File: config.mk
export PLATFORM = sky130hd
export DESIGN_NAME = servo_pulse_decoder
export DESIGN_NICKNAME = d
export VERILOG_FILES = /design/src/rtl/servo_pkg.sv /design/src/rtl/servo_in_sync.sv /design/src/rtl/servo_pulse_decoder.sv
export SDC_FILE = /design/constraint.sdc
export NUM_CORES = 1
export LEC_CHECK = 0
export BUFFER_PORTS_ARGS = -buffer_cell sky130_fd_sc_hd__buf_2
export CORE_AREA = 5 5 98 72
export DETAILED_ROUTE_END_ITERATION = 12
export DIE_AREA = 0 0 103 77
export GPL_TIMING_DRIVEN = 1
export PLACE_DENSITY = 0.76
export SKIP_CTS_REPAIR_TIMING = 1
export SLEW_MARGIN = 40
export SYNTH_ARGS = -nofsm -noshare
export SYNTH_HDL_FRONTEND = slang
export SYNTH_SLANG_ARGS = --single-unit
File: constraint.sdc
create_clock -name clk -period 2.65 [get_ports clk]
set_clock_uncertainty 0.2 [all_clocks]
set_input_delay 0.265 -clock clk [delete_from_list [all_inputs] [get_ports clk]]
set_output_delay 0.265 -clock clk [all_outputs]
set_load 0.01 [all_outputs]
File: src/rtl/servo_pkg.sv
// Shared servo PWM constants and decoder FSM state type; also used by the servo PWM generator.
package servo_pkg;

    localparam int WIDTH_W            = 20;
    localparam int UNIT_SHIFT_DEF     = 8;
    localparam int POS_OFFSET_DEF     = 165;
    localparam int TIMEOUT_CYCLES_DEF = 2097152;

    typedef enum logic [1:0] {
        ARM,
        WAIT_RISE,
        HIGH,
        DONE
    } dec_state_e;

endpackage

File: src/rtl/servo_in_sync.sv
// Input conditioning for the servo decoder: 2-flop synchronizer, optional 3-sample
// majority filter (SERVO_DEC_GLITCH_EN), and edge detection against s_prev.
module servo_in_sync (
    input  logic clk,
    input  logic rst_n,
    input  logic pwm_i,
    output logic s_o,
    output logic rise_o,
    output logic fall_o
);

    logic sync1_q;
    logic sync2_q;
    logic s_prev_q;
    logic s;

    // Flops reset high so a pulse already in progress at reset never looks like a rise.
    always_ff @(posedge clk or negedge rst_n) begin
        if (!rst_n) begin
            sync1_q  <= 1'b1;
            sync2_q  <= 1'b1;
            s_prev_q <= 1'b1;
        end else begin
            sync1_q  <= pwm_i;
            sync2_q  <= sync1_q;
            s_prev_q <= s;
        end
    end

`ifdef SERVO_DEC_GLITCH_EN
    logic hist1_q;
    logic hist2_q;

    always_ff @(posedge clk or negedge rst_n) begin
        if (!rst_n) begin
            hist1_q <= 1'b1;
            hist2_q <= 1'b1;
        end else begin
            hist1_q <= sync2_q;
            hist2_q <= hist1_q;
        end
    end

    assign s = (sync2_q & hist1_q) | (sync2_q & hist2_q) | (hist1_q & hist2_q);
`else
    assign s = sync2_q;
`endif

    assign s_o    = s;
    assign rise_o = s & ~s_prev_q;
    assign fall_o = ~s & s_prev_q;

endmodule

File: src/rtl/servo_pulse_decoder.sv
// Servo pulse decoder: measures pulse high time and recovers the 8-bit position.
// Optional glitch filter in servo_in_sync is enabled by SERVO_DEC_GLITCH_EN.
module servo_pulse_decoder
    import servo_pkg::*;
#(
    parameter int TIMEOUT_CYCLES = TIMEOUT_CYCLES_DEF,
    parameter int POS_OFFSET     = POS_OFFSET_DEF,
    parameter int CNT_W          = WIDTH_W,
    parameter int UNIT_SHIFT     = UNIT_SHIFT_DEF
) (
    input  logic       clk,
    input  logic       rst_n,
    input  logic       pwm_in,
    output logic [7:0] position,
    output logic       valid,
    output logic       err_range,
    output logic       lost
);

    localparam int TMO_W   = $clog2(TIMEOUT_CYCLES) + 1;
    localparam int UNITS_W = CNT_W - UNIT_SHIFT;

    logic s;
    logic rise;
    logic fall;

    servo_in_sync u_sync (
        .clk    (clk),
        .rst_n  (rst_n),
        .pwm_i  (pwm_in),
        .s_o    (s),
        .rise_o (rise),
        .fall_o (fall)
    );

    dec_state_e         state_q;
    logic [CNT_W-1:0]   width_q;
    logic [TMO_W-1:0]   tmo_q;
    logic [7:0]         pos_q;
    logic               valid_q;
    logic               err_q;
    logic               lost_q;

    logic [UNITS_W-1:0] units;
    int                 diff;
    logic [7:0]         pos_d;
    logic               err_d;

    always_comb begin
        units = width_q[CNT_W-1:UNIT_SHIFT];
        diff  = int'(units) - POS_OFFSET;
        pos_d = 8'd0;
        err_d = 1'b0;
        if (diff < 0) begin
            pos_d = 8'd0;
            err_d = 1'b1;
        end else if (diff > 255) begin
            pos_d = 8'hFF;
            err_d = 1'b1;
        end else begin
            pos_d = diff[7:0];
        end
    end

    always_ff @(posedge clk or negedge rst_n) begin
        if (!rst_n) begin
            state_q <= ARM;
            width_q <= '0;
            tmo_q   <= '0;
            pos_q   <= 8'd0;
            valid_q <= 1'b0;
            err_q   <= 1'b0;
            lost_q  <= 1'b1;
        end else begin
            valid_q <= 1'b0;
            err_q   <= 1'b0;
            // Saturating so a long HIGH phase cannot wrap past the terminal count.
            if (state_q != ARM && tmo_q != '1) tmo_q <= tmo_q + TMO_W'(1);
            if (rise) tmo_q <= '0;
            case (state_q)
                ARM: begin
                    if (!s) state_q <= WAIT_RISE;
                end
                WAIT_RISE: begin
                    if (rise) begin
                        width_q <= '0;
                        state_q <= HIGH;
                    end else if (tmo_q >= TMO_W'(TIMEOUT_CYCLES - 1)) begin
                        lost_q <= 1'b1;
                        tmo_q  <= '0;
                    end
                end
                HIGH: begin
                    if (width_q == '1) begin
                        lost_q  <= 1'b1;
                        state_q <= ARM;
                    end else begin
                        width_q <= width_q + CNT_W'(1);
                        if (fall) state_q <= DONE;
                    end
                end
                DONE: begin
                    pos_q   <= pos_d;
                    err_q   <= err_d;
                    valid_q <= 1'b1;
                    lost_q  <= 1'b0;
                    tmo_q   <= '0;
                    state_q <= WAIT_RISE;
                end
                default: state_q <= ARM;
            endcase
        end
    end

    assign position  = pos_q;
    assign valid     = valid_q;
    assign err_range = err_q;
    assign lost      = lost_q;

endmodule

==> results.cfg <==
[detailed_routing]
drc = 0
first_pass_iters = 7
vias = 3029
post_drt_wl_per_cell_um = 16.1
antenna_left = 0
drtIter0Drc = 184
vias_per_cell = 6.22
routed_wl_um = 7830

[critical_path]
slowest_stage = dfstp_2
endpoint_kind = flop
path_cells = or2b_1 > mux2_2 > a311o_1 > or4_1 > a21oi_1
cpLargestDelayFamily = simple AND/OR/NAND/NOR gates
worstPathArrival_ns = 2.58
required_ns = 2.71
worstSetupStartpointType = flop
slowest_delay_ns = 0.59
critPathBufInv = 0
cp_max_fo = 9
critical_path_class = reg2reg

[layout]
final_nets = 415
n_antenna_cell = 0
fin_cells = 487
drive_gt1_frac = 0.144
stdcell_area_um2 = 3920
area_delta_synth_final_pct = 12.3
postLayoutCoreUtil = 0.646

[power]
switching_share = 0.298
leakage_nw = 1.61
clkPwrFrac = 0.392
internal-power_w = 0.00178
vdd_drop_max_mv = 0.474
combinationalPowerShare = 0.209
p_sw_w = 0.000755
power_frac_seq = 0.398
p_per_area_nw_per_um2 = 647

[yosys]
synth_edf_count = 0
synth.distinct_cells = 59
ys_warn_count = 0
synth_ff_type = dfrtp_1
avgSynthCellArea_um2 = 9.11
syn-cell-area_um2 = 3490
synth_commonest_cells = dfrtp_1, nor2_1, inv_1
synth_area_leader_cell = dfrtp_1
synthArstFlopShare = 1.00
yosys-top-cells-area = dfrtp_1, nor2_1, xnor2_1, xor2_1, o211ai_1
synth-seq-area-share = 0.417
synth-seq-cells = 58
syn_nets = 394
yosysMostFrequentCell = dfrtp_1
syn_inst = 383
synth.top_cell.area_share = 0.387

[cts]
root_buffer = clkbuf_8
cts_buffer_depth = 2
cts.clk_slew.worst_paths_ns = 0.07
clk_latency_ns = 0.34
cts_buffers = 9
cts_tree = built
htreeDepth = 3
cts_num_sinks = 58

[floorplan]
rows = 24
die_area_um2 = 7930
fp.dieH_um = 77
die_w_um = 103
ios = 14
initial_core_util = 0.575
core_um2 = 6070

[placed_design]
place_congestion = 0.875
io_buffer_count = 13
dp.cells = 469
place_area_um2 = 3650
dpl.hpwl_um = 5520

[global_route]
antenna_found_initial = 0
track_usage = 0.208
grt-ovfl-total = 0
first_global_vias = 2795
grt_pass1_wl_um = 13400
grt_max_degree = 24

[sta]
slew_viol_final = 0
min_period_ns = 2.52
timing.fmax_ghz = 0.397
fin_tns_setup_ns = 0
setup_viol = 0
rsz0062_at_grt = false
hold_viol_final = 0
slew_headroom = 0.500
post-route-period-util = 0.951
worstMarginPinSlew_ns = 0.731

[job]
drv_cap = 0

[outcome]
status = completed

[hold_path]
hold_path.class = reg2reg
final cells by class:
type,count,area [µm²]
repair buffers,30,198
clock inverters,7,118
inverters,23,86.3
well taps,78,97.6
flip-flops and latches,58,1460
clock buffers,9,124
fillers,502,2150
multi-input cells,282,1840
per-stage QoR:
| step | hold slack (ns) | setup WS, ns | power (W) |
|---|---|---|---|
| floorplan | -0.231 | 0.243 | 0.00138 |
| global placement | 0.0560 | 0.225 | 0.00154 |
| detailed placement | 0.0725 | 0.180 | 0.00155 |
| CTS | -0.298 | 0.182 | 0.00255 |
| global route | 0.159 | 0.0165 | 0.00267 |
| finish | 0.156 | 0.129 | 0.00253 |
cell families (layout without fill, tap and decap cells):
kind of cell    after synthesis  after routing  synth area share
xor+xnor                     29             29            0.0728
fa+ha+maj                     8              8            0.0287
simple gates                139            139             0.206
mux                           6              6            0.0183
compound gates              100            100             0.200
flops                        58             58             0.417
buf+inv                      43             69            0.0566
per-layer routing:
layer / GRT usage / up-vias / part of all wire
met5: 0 / - / 0
met4: 0.0660 / 0 / 0.014
met3: 0.0607 / 17 / 0.078
met2: 0.277 / 142 / 0.41
met1: 0.321 / 1406 / 0.50
li1: - / 1464 / -
final timing paths:
kind | start | slack, ns | cells past startpoint | to
max in group asynchronous | rst_n | 1.28 | 3 | u_sync.s_o
min in group asynchronous | rst_n | 0.23 | 2 | tmo_q[7]
setup reg to reg | u_sync.s_o | 0.13 | 5 | width_q[17]
hold reg to reg | u_sync.sync1_q | 0.16 | 0 | u_sync.s_o
hold / removal | u_sync.sync1_q | 0.16 | 0 | u_sync.s_o
setup / recovery | u_sync.s_o | 0.13 | 5 | width_q[17]
placed cells by master, fill, tap and decap left out, types with 4 or more instances in the layout:
cell	instances
a2111oi_0	4
nor2_1	42
ha_1	8
clkbuf_8	9
o2111ai_1	11
nand2_1	22
a311oi_1	4
and4_1	4
xor2_1	14
nand3_1	18
o21ai_0	18
nor4_1	5
nand4_1	9
o211ai_1	15
xnor2_1	15
dfstp_2	4
and3_1	5
dfrtp_1	54
or3_1	6
buf_4	15
inv_1	23
nor3_1	8
a21oi_1	18
o31ai_1	5
or4_1	7
buf_2	13
sequential cells by signal (all words and copies together) (netlist names), 2 cells and up:
name      cells
position      8
state_q       2
tmo_q        22
width_q      20
power by group through the flow:
stage / Combinational [W] / Sequential (W) / Clock (W)
5_1_grt: 0.000597 / 0.00102 / 0.00105
4_1_cts: 0.000530 / 0.00101 / 0.00101
3_3_place_gp: 0.000516 / 0.00102 / 0
2_1_floorplan: 0.000345 / 0.00104 / 0
3_5_place_dp: 0.000527 / 0.00103 / 0
6_report: 0.000531 / 0.00101 / 0.000994
Power figures use the tool's default switching activity.
